**config.mk**
```make
export PLATFORM = sky130hd
export DESIGN_NAME = ysyx_25060170_mem_arbiter
export DESIGN_NICKNAME = d
export VERILOG_FILES = /design/src/rtl/ysyx_25060170_mem_arbiter.sv
export SDC_FILE = /design/constraint.sdc
export NUM_CORES = 1
export LEC_CHECK = 0
export ABC_CLOCK_PERIOD_IN_PS = 2300
export BUFFER_PORTS_ARGS = -buffer_cell sky130_fd_sc_hd__buf_2
export CAP_MARGIN = 20
export CORE_MARGIN = 3
export CORE_UTILIZATION = 35
export CTS_CLUSTER_DIAMETER = 120
export DETAILED_ROUTE_END_ITERATION = 7
export PLACE_DENSITY = 0.71
export REMOVE_ABC_BUFFERS = 1
export SLEW_MARGIN = 20
export SYNTH_ARGS = -nofsm -noshare
export SYNTH_HDL_FRONTEND = slang
export SYNTH_SLANG_ARGS = --single-unit
```
**constraint.sdc**
```tcl
create_clock -name clk -period 2.3 [get_ports clk]
set_clock_uncertainty 0.2 [all_clocks]
set_input_delay 0.23 -clock clk [delete_from_list [all_inputs] [get_ports clk]]
set_output_delay 0.23 -clock clk [all_outputs]
set_load 0.02 [all_outputs]
```
**src/rtl/ysyx_25060170_mem_arbiter.sv**
```systemverilog
// ysyx_25060170_mem_arbiter: serializes IFU and LSU traffic onto one memory port, one transaction at a time
// Ports: ifu_* read-only fetch master, lsu_* load/store master, mem_* shared memory port,
//        grant_id owner of current/last transaction (1 = LSU), busy when not idle,
//        proto_err sticky flag for a memory response arriving outside WAIT.
module ysyx_25060170_mem_arbiter #(
  parameter int ADDR_W       = 32,
  parameter int DATA_W       = 32,
  parameter int STARVE_LIMIT = 4
) (
  input  logic                clk,
  input  logic                rst,
  input  logic                ifu_req_valid,
  output logic                ifu_req_ready,
  input  logic [ADDR_W-1:0]   ifu_addr,
  output logic                ifu_resp_valid,
  output logic [DATA_W-1:0]   ifu_rdata,
  input  logic                lsu_req_valid,
  output logic                lsu_req_ready,
  input  logic                lsu_wen,
  input  logic [ADDR_W-1:0]   lsu_addr,
  input  logic [DATA_W-1:0]   lsu_wdata,
  input  logic [DATA_W/8-1:0] lsu_wmask,
  output logic                lsu_resp_valid,
  output logic [DATA_W-1:0]   lsu_rdata,
  output logic                mem_req_valid,
  input  logic                mem_req_ready,
  output logic                mem_wen,
  output logic [ADDR_W-1:0]   mem_addr,
  output logic [DATA_W-1:0]   mem_wdata,
  output logic [DATA_W/8-1:0] mem_wmask,
  input  logic                mem_resp_valid,
  input  logic [DATA_W-1:0]   mem_rdata,
  output logic                grant_id,
  output logic                busy,
  output logic                proto_err
);
  localparam int SW = $clog2(STARVE_LIMIT + 1);
  typedef enum logic [1:0] {IDLE, REQ, WAIT} state_t;
  state_t                r_state;
  logic [SW-1:0]         r_starve_cnt;
  logic                  r_grant_id, r_proto_err, r_wen;
  logic [ADDR_W-1:0]     r_addr;
  logic [DATA_W-1:0]     r_wdata;
  logic [DATA_W/8-1:0]   r_wmask;
  logic                  w_idle, w_starved, w_gnt_ifu, w_gnt_lsu, w_resp;
  assign w_idle    = r_state == IDLE;
  assign w_starved = r_starve_cnt == SW'(STARVE_LIMIT);
  // LSU has priority unless IFU has lost STARVE_LIMIT contended rounds in a row
  assign w_gnt_ifu = w_idle && ifu_req_valid && (!lsu_req_valid || w_starved);
  assign w_gnt_lsu = w_idle && lsu_req_valid && !w_gnt_ifu;
  // responses outside WAIT are dropped and only flagged
  assign w_resp    = r_state == WAIT && mem_resp_valid;
  always_ff @(posedge clk) begin
    if (rst) begin
      r_state      <= IDLE;
      r_starve_cnt <= '0;
      r_grant_id   <= 1'b0;
      r_proto_err  <= 1'b0;
      r_wen        <= 1'b0;
      r_addr       <= '0;
      r_wdata      <= '0;
      r_wmask      <= '0;
    end else begin
      case (r_state)
        IDLE: if (w_gnt_ifu || w_gnt_lsu) begin
          r_state    <= REQ;
          r_grant_id <= w_gnt_lsu;
          r_wen      <= w_gnt_lsu && lsu_wen;
          r_addr     <= w_gnt_lsu ? lsu_addr : ifu_addr;
          r_wdata    <= w_gnt_lsu ? lsu_wdata : '0;
          r_wmask    <= w_gnt_lsu ? lsu_wmask : '0;
        end
        REQ:     if (mem_req_ready) r_state <= WAIT;
        WAIT:    if (mem_resp_valid) r_state <= IDLE;
        default: r_state <= IDLE;
      endcase
      if (w_gnt_ifu) r_starve_cnt <= '0;
      else if (w_gnt_lsu && ifu_req_valid && !w_starved) r_starve_cnt <= r_starve_cnt + SW'(1);
      if (mem_resp_valid && r_state != WAIT) r_proto_err <= 1'b1;
    end
  end
  assign ifu_req_ready  = w_gnt_ifu;
  assign lsu_req_ready  = w_gnt_lsu;
  assign ifu_resp_valid = w_resp && !r_grant_id;
  assign lsu_resp_valid = w_resp && r_grant_id;
  assign ifu_rdata      = mem_rdata;
  assign lsu_rdata      = mem_rdata;
  assign mem_req_valid  = r_state == REQ;
  assign mem_wen        = r_wen;
  assign mem_addr       = r_addr;
  assign mem_wdata      = r_wdata;
  assign mem_wmask      = r_wmask;
  assign grant_id       = r_grant_id;
  assign busy           = !w_idle;
  assign proto_err      = r_proto_err;
endmodule

```
# Yosys cells after proc, flatten, opt, wreduce, memory -nomap -nowiden
# Index checks and enable logic that the tools add are counted.
classes:
  addsub: 1
  eq_ne: 7
  n_mux: 7
  reduce_logical: 22
op_table:
  columns: ["operator", "n"]
  rows:
  - ["32-bit two-way mux", 2]
  - ["1-bit logical AND", 11]
  - ["2-bit two-way mux", 3]
  - ["2-bit one-hot mux with 3 select lines", 1]
  - ["1-bit zero test", 5]
  - ["4-bit two-way mux", 1]
  - ["2-bit by 1-bit inequality test with 1-bit output, second input constant", 2]
  - ["2-bit inequality test, second input constant", 2]
  - ["3-bit by 1-bit adder with 3-bit output, second input constant", 1]
  - ["3-bit == test, second input constant", 1]
  - ["3-bit AND reduction", 1]
  - ["2-bit by 1-bit == test with 1-bit output, second input constant", 1]
  - ["2-bit == test, second input constant", 1]
  - ["2-bit zero test", 1]
  - ["1-bit logical OR", 2]
  - ["2-bit AND reduction", 1]
  - ["2-bit OR reduction", 1]
totals:
  register_bits: 76
  input_bits: 139
  out_inout_bits: 141
  word_cells: 45

# Depth between registers and ports, before layout
# Gate-level depths: netlist (run 1).
logic_depth:
  ltp_word: 8
  depth_mapped: 7
  mapped_depth_nobuf: 5

# Worst setup path before layout (run 1)
# Ideal clock, no wire load.
synth_path:
  path_type: "flip-flop to output port"
  from: "register r_starve_cnt[0]"
  to: "output lsu_req_ready"
  t_arrival_ns: 1.526
  required_time_ns: 1.870
  path_slack_ns: 0.344
  path_stages_with_launch: 7
  path_buffers: 2
  cell_sequence: "dfxtp_1 -> inv_1 -> ha_1 -> nand3_1 -> buf_2 -> clkbuf_1 -> and2_1"
synth_between:
  elab_chain_cells: 5
synth_rtl:
  columns: ["element", "line", "rtl"]
  rows:
  - ["start: declaration", "40", "logic [SW-1:0] r_starve_cnt;"]
  - ["start signal: assignment", "78", "else if (w_gnt_lsu && ifu_req_valid && !w_starved) r_starve_cnt <= r_starve_cnt + SW'(1);"]
  - ["3-bit == test", "47", "assign w_starved = r_starve_cnt == SW'(STARVE_LIMIT);"]
  - ["1-bit logical OR", "49", "assign w_gnt_ifu = w_idle && ifu_req_valid && (!lsu_req_valid || w_starved);"]
  - ["1-bit logical AND", "49", null]
  - ["1-bit zero test", "50", "assign w_gnt_lsu = w_idle && lsu_req_valid && !w_gnt_ifu;"]
  - ["1-bit logical AND", "50", null]
  - ["end: declaration", "18", "output logic lsu_req_ready,"]
# No other way between the ends.

# Worst setup path after layout (run 1)
# Same ends and word-level chain as after synthesis.

==> run metrics, run 1 <==
part of the cycle the worst path needs=a little over 90%; Setup Fix Bufs, Post-CTS=0; Die Span X=approximately 110 microns; Fmax achieved=around 0.47 GHz; CTS max path bufs=2; Final Power=approximately 0.0038 W; Worst-Margin Slew=between 0.7 and 0.8 ns; GPL Wtd Cong=just under 0.9; Die Ht=112 microns; synth unique cells=30; Total Die Area=about 13000 sq um; Setup TNS Final=0 ns; Crit Path Category=register to output pin; mean post-synth cell area=approximately 8.3 sq um; Synthesis Warnings=0; Yosys top cell by area=dfxtp_1; CTS Root Cell=clkbuf_16; EDFF count, synth=0; FF-to-FF Start=r_starve_cnt[0]; Synth top area share=38.6%; HPWL after detailed placement=11.5 mm; most frequent cells in the layout=183 x buf_2, 76 x dfxtp_1, 74 x a21oi_1, 39 x dlygate4sd3_1; area post-placement=4510 sq um; post-synthesis mux area share=0%; top post-synthesis cells by area=dfxtp_1 39%, buf_4 12%, a21oi_1 9.4%; Worst R2R Path Depth=6; Post-CTS Resized=0; hold depth=3; Primary FF master, synth=dfxtp_1; Total GRT Usage=between 20% and 30%; total iterations of the first detailed-routing run=5; Worst Hold Path EP=r_starve_cnt[0]; register bit count reported by yosys=76; port bufs=around 180; synthesized cell area=3940 sq um; Leak Pwr=between 2 and 2.5 nW; XOR/XNOR share of the synthesized area=0%; Starting Density=between 30% and 40%; fraction of the mapped netlist area in adder cells=less than 1%; clk_lat worst skew=0.32 ns; simple-gate area share of the yosys netlist=20.6%; Final Routed Wirelength=16.4 mm; DRT antenna net count=0; r2r endpoint=mem_addr[5]; crit path capture type=output pin; ys async rst share=0%; CP Data Required Time=~1.9 ns; Slew Viols, Final=0; TritonCTS clock tree=yes; Seq/Total Area, Yosys=around 39%; max_cap viols=0; DR iter-0 viols=around 440; final setup fails=0; unrepaired setup endpoints after global routing=false; largest net degree at the start of global routing=61; Final Util=a little under half; FP Rows=38; crit start category=register; first-pass GRT wire length=about 25 mm; register-to-register setup slack=between 0.2 and 0.3 ns; slew margin rel.=between 50% and 60%; Tmin final=approximately 2.1 ns; routed vias=around 4300; Hold Buf Count CTS=39; path type of the worst min-delay path=input port to register; initial antenna violation count=2; routed length per instance=roughly 22 microns; fin area=around 5200 sq um; outcome=completed; area delta synth->final=32.2%; Syn Inst Count=between 400 and 500; area of the core=10900 sq um; htree depth=3; clk slew on worst S/H paths=~0.060 ns; commonest non-fill, non-tap cell in the layout=buf_2; vias in the first global route=between 4000 and 5000; CP arrival=~1.7 ns; CTS Sinks=76; critical hold path startpoint=ifu_req_valid; DRC Markers=0; fin nets=between 700 and 800; top-level I/O count=280; VDD IR max=a little under 0.4 mV; ratio of cells with drive above 1 in the final layout=a little over a third; total CTS buffers=9; crit path max fanout=26; via/cell ratio=approximately 5.7; largest family of logic cells by synthesized area=compound AO/OA/AOI/OAI gates; grt ovf=0; Compound-Gate Fraction of Synth Area=21.9%; Fin. Hold Viols=0; power per cell area=between 700 and 800 nW/um^2
## area by class of cell
class	instances	area, sq um
clock inverters	6	71.3
diodes	1	2.50
fillers	1068	5730
inverters	3	11.3
multi-input cells	275	1720
clock buffers	10	239
flip-flops and latches	76	1520
well taps	140	175
repair buffers	237	1470
## through the flow
| step | setup WS [ns] | hold slack, ns | instances |
|---|---|---|---|
| floorplan | -1.05 | 0.0991 | 354 |
| global placement | 0.457 | 0.257 | 692 |
| detailed placement | 0.309 | 0.260 | 692 |
| CTS | 0.139 | 0.0447 | 747 |
| global route | 0.0347 | 0.0736 | 748 |
| finish | 0.153 | 0.0614 | 748 |
## routing by layer
metal,track usage (%),part of all wire (%),up-vias
met4,9.05,2.4,4
li1,-,-,1966
met5,5.49,0.46,-
met3,15.6,15,29
met2,38.3,46,249
met1,28.3,37,2030
## how the worst max path moves through the flow
stage | startpoint | to | cells past startpoint
3_5_place_dp | r_starve_cnt[0] | mem_addr[5] | 6
3_3_place_gp | r_starve_cnt[0] | mem_addr[25] | 6
6_report | r_starve_cnt[0] | lsu_req_ready | 6
2_1_floorplan | r_state[1] | lsu_req_ready | 2
4_1_cts | r_starve_cnt[0] | lsu_req_ready | 6
5_1_grt | r_starve_cnt[0] | lsu_req_ready | 6
## power breakdown
group / total [W] / internal (W) / switching, W
combinational: 0.000874 / 0.000353 / 0.000521
clock: 0.00145 / 0.000879 / 0.000573
sequential: 0.00150 / 0.00143 / 0.0000631
total: 0.00382 / 0.00267 / 0.00116
## cells by family after synthesis
logic type,after synthesis
AOI/OAI and AO/OA,147
and+or+nand+nor,126
adders and majority gates,2
buffers and inverters,122
DFF,76
## registers in the layout, summed over array words and instances, names as in the netlist
signal        count
mem_wdata        32
mem_wen           1
r_starve_cnt      3
proto_err         1
mem_addr         32
r_state           2
grant_id          1
mem_wmask         4
## Yosys cell counts (3+ instances only)
cell        n
buf_4      64
a2111oi_0  32
nand3_1    38
clkbuf_1   41
dfxtp_1    76
nor4b_1    32
nor2_1      5
o21ai_0    37
nor3b_1     3
nor4_1     32
nand2_1     4
a21oi_1    74
buf_2      14
## critical path, cell delays in order (launching register included)
cell and delay [ns]:
dfxtp_1 0.35, inv_1 0.07, ha_1 0.24, nand3_2 0.11
buf_4 0.28, and2_1 0.18, buf_2 0.16
No activity file was read; power rests on OpenSTA's default activity.
==> run 2: changes to the inputs <==
==> constraint.sdc (replaced) <==
create_clock -name clk -period 2.3 [get_ports clk]
set_clock_uncertainty 0.2 [all_clocks]
set_input_delay 0.46 -clock clk [delete_from_list [all_inputs] [get_ports clk]]
set_output_delay 0.46 -clock clk [all_outputs]
set_load 0.02 [all_outputs]
==> run 2 against run 1 <==
Net effect: power increased by 3.6%; wire length down 3.5%; worst hold slack better by 0.11 ns; combinational power shrank 7.0%; clock power grew 14%; sequential power is essentially flat; first-iteration DRC count is 18% lower; critical path depth did not move; count of clock-buffer cells in the layout decreased by 1; die area is the same; design area down 6.5%; largest cell class unchanged.
==> run metrics, run 2 (same netlist as run 1, synthesis figures left out) <==
Fin. Hold Viols=0 (unchanged); HPWL after detailed placement=11.6 mm (+1.3%); Worst-Margin Slew=0.697 ns (-0.0371 ns); via/cell ratio=5.89 (+3.1%); DRT antenna net count=0 (unchanged); unrepaired setup endpoints after global routing=false; power per cell area=813 nW/um^2 (+11%); Fillers=1097 (+2.7%); Fmax achieved=0.454 GHz (-2.6%); part of the cycle the worst path needs=95.9% (+2.5 points); Setup Fix Bufs, Post-CTS=0 (unchanged); crit path max fanout=18 (-31%); clk_lat worst skew=0.33 ns (about the same); fin nets=704 (-5.2%); area of the core=10900 sq um (unchanged); CTS max path bufs=2 (unchanged); final setup fails=0 (unchanged); Starting Density=36.0% (unchanged); Tmin final=2.20 ns (+0.0578 ns); Die Ht=112 microns (unchanged); CTS Sinks=76 (unchanged); dpl ws=0.144 ns (-0.165 ns); post-route setup slack=0.0954 ns (-0.0578 ns); crit path capture type=output pin; n_diodes=0 (-1); slew margin rel.=53.6% (+2.5 points); routed length per instance=22.4 microns (+2.0%); Final Util=44.6% (-3.1 points); outcome=completed; Crit Path Category=register to output pin; grt ovf=0 (unchanged); htree depth=3 (unchanged); first-pass GRT wire length=23.4 mm (-4.7%); path type of the worst min-delay path=input port to register; Total Die Area=12600 sq um (unchanged); commonest non-fill, non-tap cell in the layout=buf_2; largest net degree at the start of global routing=77 (+26%); ratio of cells with drive above 1 in the final layout=39.3% (+3.0 points); most frequent cells in the layout=183 x buf_2, 76 x dfxtp_1, 74 x a21oi_1, 37 x nand3_1, 37 x o21ai_0; CTS Root Cell=clkbuf_16; CP arrival=1.54 ns (-0.18 ns); DR WL met3=2.47 mm (+1.3%); GPL Wtd Cong=0.843 (-3.3%); max_cap viols=0 (unchanged); total iterations of the first detailed-routing run=5 (unchanged); FP Rows=38 (unchanged); area delta synth->final=23.7%; Metal-1 WL=6.07 mm (+0.63%); Leak Pwr=2.06 nW (-6.1%); routed vias=4173 (-2.5%); CP Data Required Time=1.64 ns (-0.23 ns); Final Routed Wirelength=15.8 mm (-3.5%); initial antenna violation count=1 (-1); Slew Viols, Final=0 (unchanged); top-level I/O count=280 (unchanged); VDD IR max=0.386 mV (+0.13%); crit start category=register; port bufs=183 (unchanged); clk slew on worst S/H paths=0.07 ns (about the same); total CTS buffers=9 (unchanged); vias in the first global route=4012 (-3.0%); DRC Markers=0 (unchanged); DR iter-0 viols=358 (-18%); Total GRT Usage=23.9% (-1.2 points); met2 WL=6.95 mm (-7.0%); top routing layer used=met5; TritonCTS clock tree=yes; Die Span X=112 microns (unchanged)
## run 2: changes by cell type in the layout (fill, tap and decap cells not counted), sizes merged
cell | before | now
clkinv | 1 | 2
diode | 1 | 0
dlygate4sd3 | 39 | 0
clkinvlp | 2 | 0
clkbuf | 10 | 9
bufinv | 1 | 3
## run 2: worst paths after layout
path / start / to / slack (ns) / depth (start not counted)
min: lsu_wdata[11] / mem_wdata[11] / 0.17 / 3
min reg2reg: proto_err / proto_err / 0.27 / 2
max: r_starve_cnt[0] / lsu_req_ready / 0.1 / 6
max reg2reg: r_starve_cnt[0] / mem_addr[19] / 0.25 / 6
## run 2: worst max-delay path: stages, from the launching register on
cell and delay (ns):
dfxtp_1 0.33, inv_1 0.12, ha_4 0.17, nand3_2 0.12, buf_12 0.18, and2_1 0.14
buf_2 0.16
## run 2: through the flow
stage	power [W]	setup TNS (ns)	std cells	hold slack [ns]	cell area, sq um
after global placement	0.00231	0	692	0.258	4490
after detailed placement	0.00233	0	692	0.258	4490
final	0.00396	0	708	0.172	4870
after CTS	0.00400	0	708	0.164	4840
after floorplan	0.00195	-52.77	354	0.243	3240
after global routing	0.00415	0	708	0.164	4870
## run 2: where the power goes
part           switching [W]  internal (W)
Combinational       0.000509      0.000305
Clock               0.000581       0.00107
Sequential         0.0000645       0.00143
Total                0.00115       0.00281
## run 2: layout make-up
class / instances / area, sq um / share of cell area, %
repair buffers: 198 / 1080 / 22.1
clock buffers: 9 / 225 / 4.62
multi-input cells: 275 / 1740 / 35.7
well taps: 140 / 175 / 3.60
flip-flops and latches: 76 / 1520 / 31.2
inverters: 3 / 11.3 / 0.231
clock inverters: 7 / 121 / 2.49
## run 2: what timing repair did
action	4_1_cts	5_1_grt
hold endpoints to repair	0	0
hold buffers	0	0
setup endpoints to repair	2	2
resized for setup	2	6
gates cloned	0	0
## run 2: routing by layer
layer	vias to the layer above	track usage, %
met1	1953	28.6
met2	297	35.3
met5	-	5.49
li1	1888	-
met4	4	6.49
met3	31	15.3
==> run 3: changes to the inputs <==
--- a/config.mk
+++ b/config.mk
@@ -12,6 +12,7 @@
 export CORE_UTILIZATION = 35
 export CTS_CLUSTER_DIAMETER = 120
 export DETAILED_ROUTE_END_ITERATION = 7
+export GPL_TIMING_DRIVEN = 0
 export PLACE_DENSITY = 0.71
 export REMOVE_ABC_BUFFERS = 1
 export SLEW_MARGIN = 20
==> run 3 against run 2 <==
Net effect: sequential power about the same; register-to-register slack got worse by 0.03 ns; clock power fell by 12%; combinational power increased by 1%; via count shrank 0.84%; setup slack worse by 0.055 ns; critical path depth down 1; flip-flop and latch count did not move; utilization grew 0.29 points; wire length increased by 2.7%; final cell count down 0.42%; largest power group is now sequential cells; highest routed layer unchanged.
==> run metrics, run 3 (same netlist as run 1, synthesis figures left out) <==
worst path bufs/invs=3 (unchanged); CTS Root Cell=clkbuf_16; Critical Path Slowest Stage Cell=dfxtp_2; Fin. Hold Viols=0 (unchanged); max_cap viols=0 (unchanged); Final Routed Wirelength=16.3 mm (+2.7%); ratio of cells with drive above 1 in the final layout=38.8% (-0.50 points); dpl cells=682 (-1.4%); Final Power=0.00378 W (-4.5%); total CTS buffers=9 (unchanged); fin nets=701 (-0.43%); final setup fails=0 (unchanged); DRC Markers=0 (unchanged); Final Util=44.8% (+0.29 points); grt ovf=0 (unchanged); path type of the worst min-delay path=input port to register; via/cell ratio=5.87 (-0.42%); Leak Pwr=2.07 nW (+0.34%); Worst R2R Path Depth=5 (-1); Hold Buf Count CTS=0 (unchanged); clk_lat worst skew=0.32 ns (about the same); DR iter-0 viols=238 (-34%); FF+latch area=1520 sq um (+0.16%); CP arrival=1.60 ns (+0.06 ns); Die Span X=112 microns (unchanged); area delta synth->final=24.5%; delay-heaviest family, CP=buffers and inverters; crit start category=register; Cell Count, Final, Fillers Out=705 (-0.42%); Worst path max stage delay=0.38 ns (+0.05 ns); Die Ht=112 microns (unchanged); vias in the first global route=4012 (unchanged); area post-placement=4430 sq um (-1.4%); largest net degree at the start of global routing=103 (+34%); hold depth=3 (unchanged); routed vias=4138 (-0.84%); Crit Path Category=register to output pin; CTS Sinks=76 (unchanged); FP Rows=38 (unchanged); crit path capture type=output pin; port bufs=183 (unchanged); CP Data Required Time=1.64 ns (about the same); Multi-input gate area=1740 sq um (+0.14%); routed length per instance=23.1 microns (+3.2%); Worst path depth=5 (-1); clk slew on worst S/H paths=0.06 ns (about the same); top-level I/O count=280 (unchanged); Fillers=1089 (-0.73%); slew margin rel.=33.5% (-20 points); Tmin final=2.26 ns (+0.0548 ns); commonest non-fill, non-tap cell in the layout=buf_2; most frequent cells in the layout=181 x buf_2, 74 x a21oi_1, 74 x dfxtp_1, 37 x nand3_1, 37 x o21ai_0; TritonCTS clock tree=yes; Cell Chain, Critical Path=nor3b_4, buf_6, buf_12, and2_1, buf_2; Fmax achieved=0.443 GHz (-2.4%); DRT antenna net count=0 (unchanged); unrepaired setup endpoints after global routing=true; first-pass GRT wire length=23.9 mm (+1.8%); area of the core=10900 sq um (unchanged); n_diodes=0 (unchanged); Slew Viols, Final=0 (unchanged); initial antenna violation count=0 (-1); Total Die Area=12600 sq um (unchanged); crit path max fanout=26 (+8); Starting Density=36.0% (unchanged); HPWL after detailed placement=10.7 mm (-7.8%); VDD IR max=0.422 mV (+9.2%); GPL Wtd Cong=0.845 (+0.28%); part of the cycle the worst path needs=98.2% (+2.4 points); power per cell area=771 nW/um^2 (-5.2%); Worst-Margin Slew=0.996 ns (+0.299 ns); outcome=completed; fin area=4900 sq um (+0.64%); worst hold slack=0.181 ns (+0.00860 ns); CTS max path bufs=2 (unchanged); htree depth=3 (unchanged); total iterations of the first detailed-routing run=5 (unchanged); Total GRT Usage=24.2% (+0.24 points)
## run 3: worst paths after layout
kind              startpoint             to  slack [ns]
max reg2reg  r_starve_cnt[0]   mem_addr[16]        0.22
max               r_state[0]  lsu_req_ready        0.04
min             lsu_wmask[1]   mem_wmask[1]        0.18
min reg2reg    mem_wdata[27]  mem_wdata[27]        0.27
## run 3: tightest hold or removal path, stage by stage
cell     delay, ns
buf_2         0.09
nand3_1       0.05
a21oi_1       0.05
## run 3: through the flow
stage          setup slack, ns  setup TNS (ns)
6_report                0.0406               0
5_1_grt                -0.0823         -0.0922
3_3_place_gp             -3.33         -195.96
3_5_place_dp            -0.917          -26.72
2_1_floorplan            -1.34          -52.77
4_1_cts                0.00635               0
## run 3: metal layers
layer  share of wire [%]  vias to the layer above  GRT usage [%]  routed length [microns]
li1                    -                     1887              -                        -
met1                  37                     1946           27.4                     6030
met2                  44                      270           35.2                     7120
met3                  16                       33           17.7                     2670
met4                 2.2                        2           7.77                      362
met5                0.51                        -           5.49                       83
## run 3: layout make-up
type / instances / area share, %
Clock buffer: 12 / 5.23
Clock inverter: 4 / 1.12
Inverter: 3 / 0.383
Multi-Input combinational cell: 276 / 35.5
Sequential cell: 76 / 31.1
Tap cell: 140 / 3.57
Timing Repair Buffer: 194 / 23.1
## run 3: timing repair
action                                  in CTS  in global routing
pin swaps                                    2                  1
resized for setup                           14                  1
setup buffers                                3                  1
gates cloned                                 2                  2
endpoints found under the setup margin      72                  3
## run 3: power by group
group / total, W / internal (W) / switching [W]
Clock: 0.00146 / 0.000908 / 0.000553
Sequential: 0.00150 / 0.00143 / 0.0000643
Combinational: 0.000821 / 0.000305 / 0.000516
Total: 0.00378 / 0.00265 / 0.00113
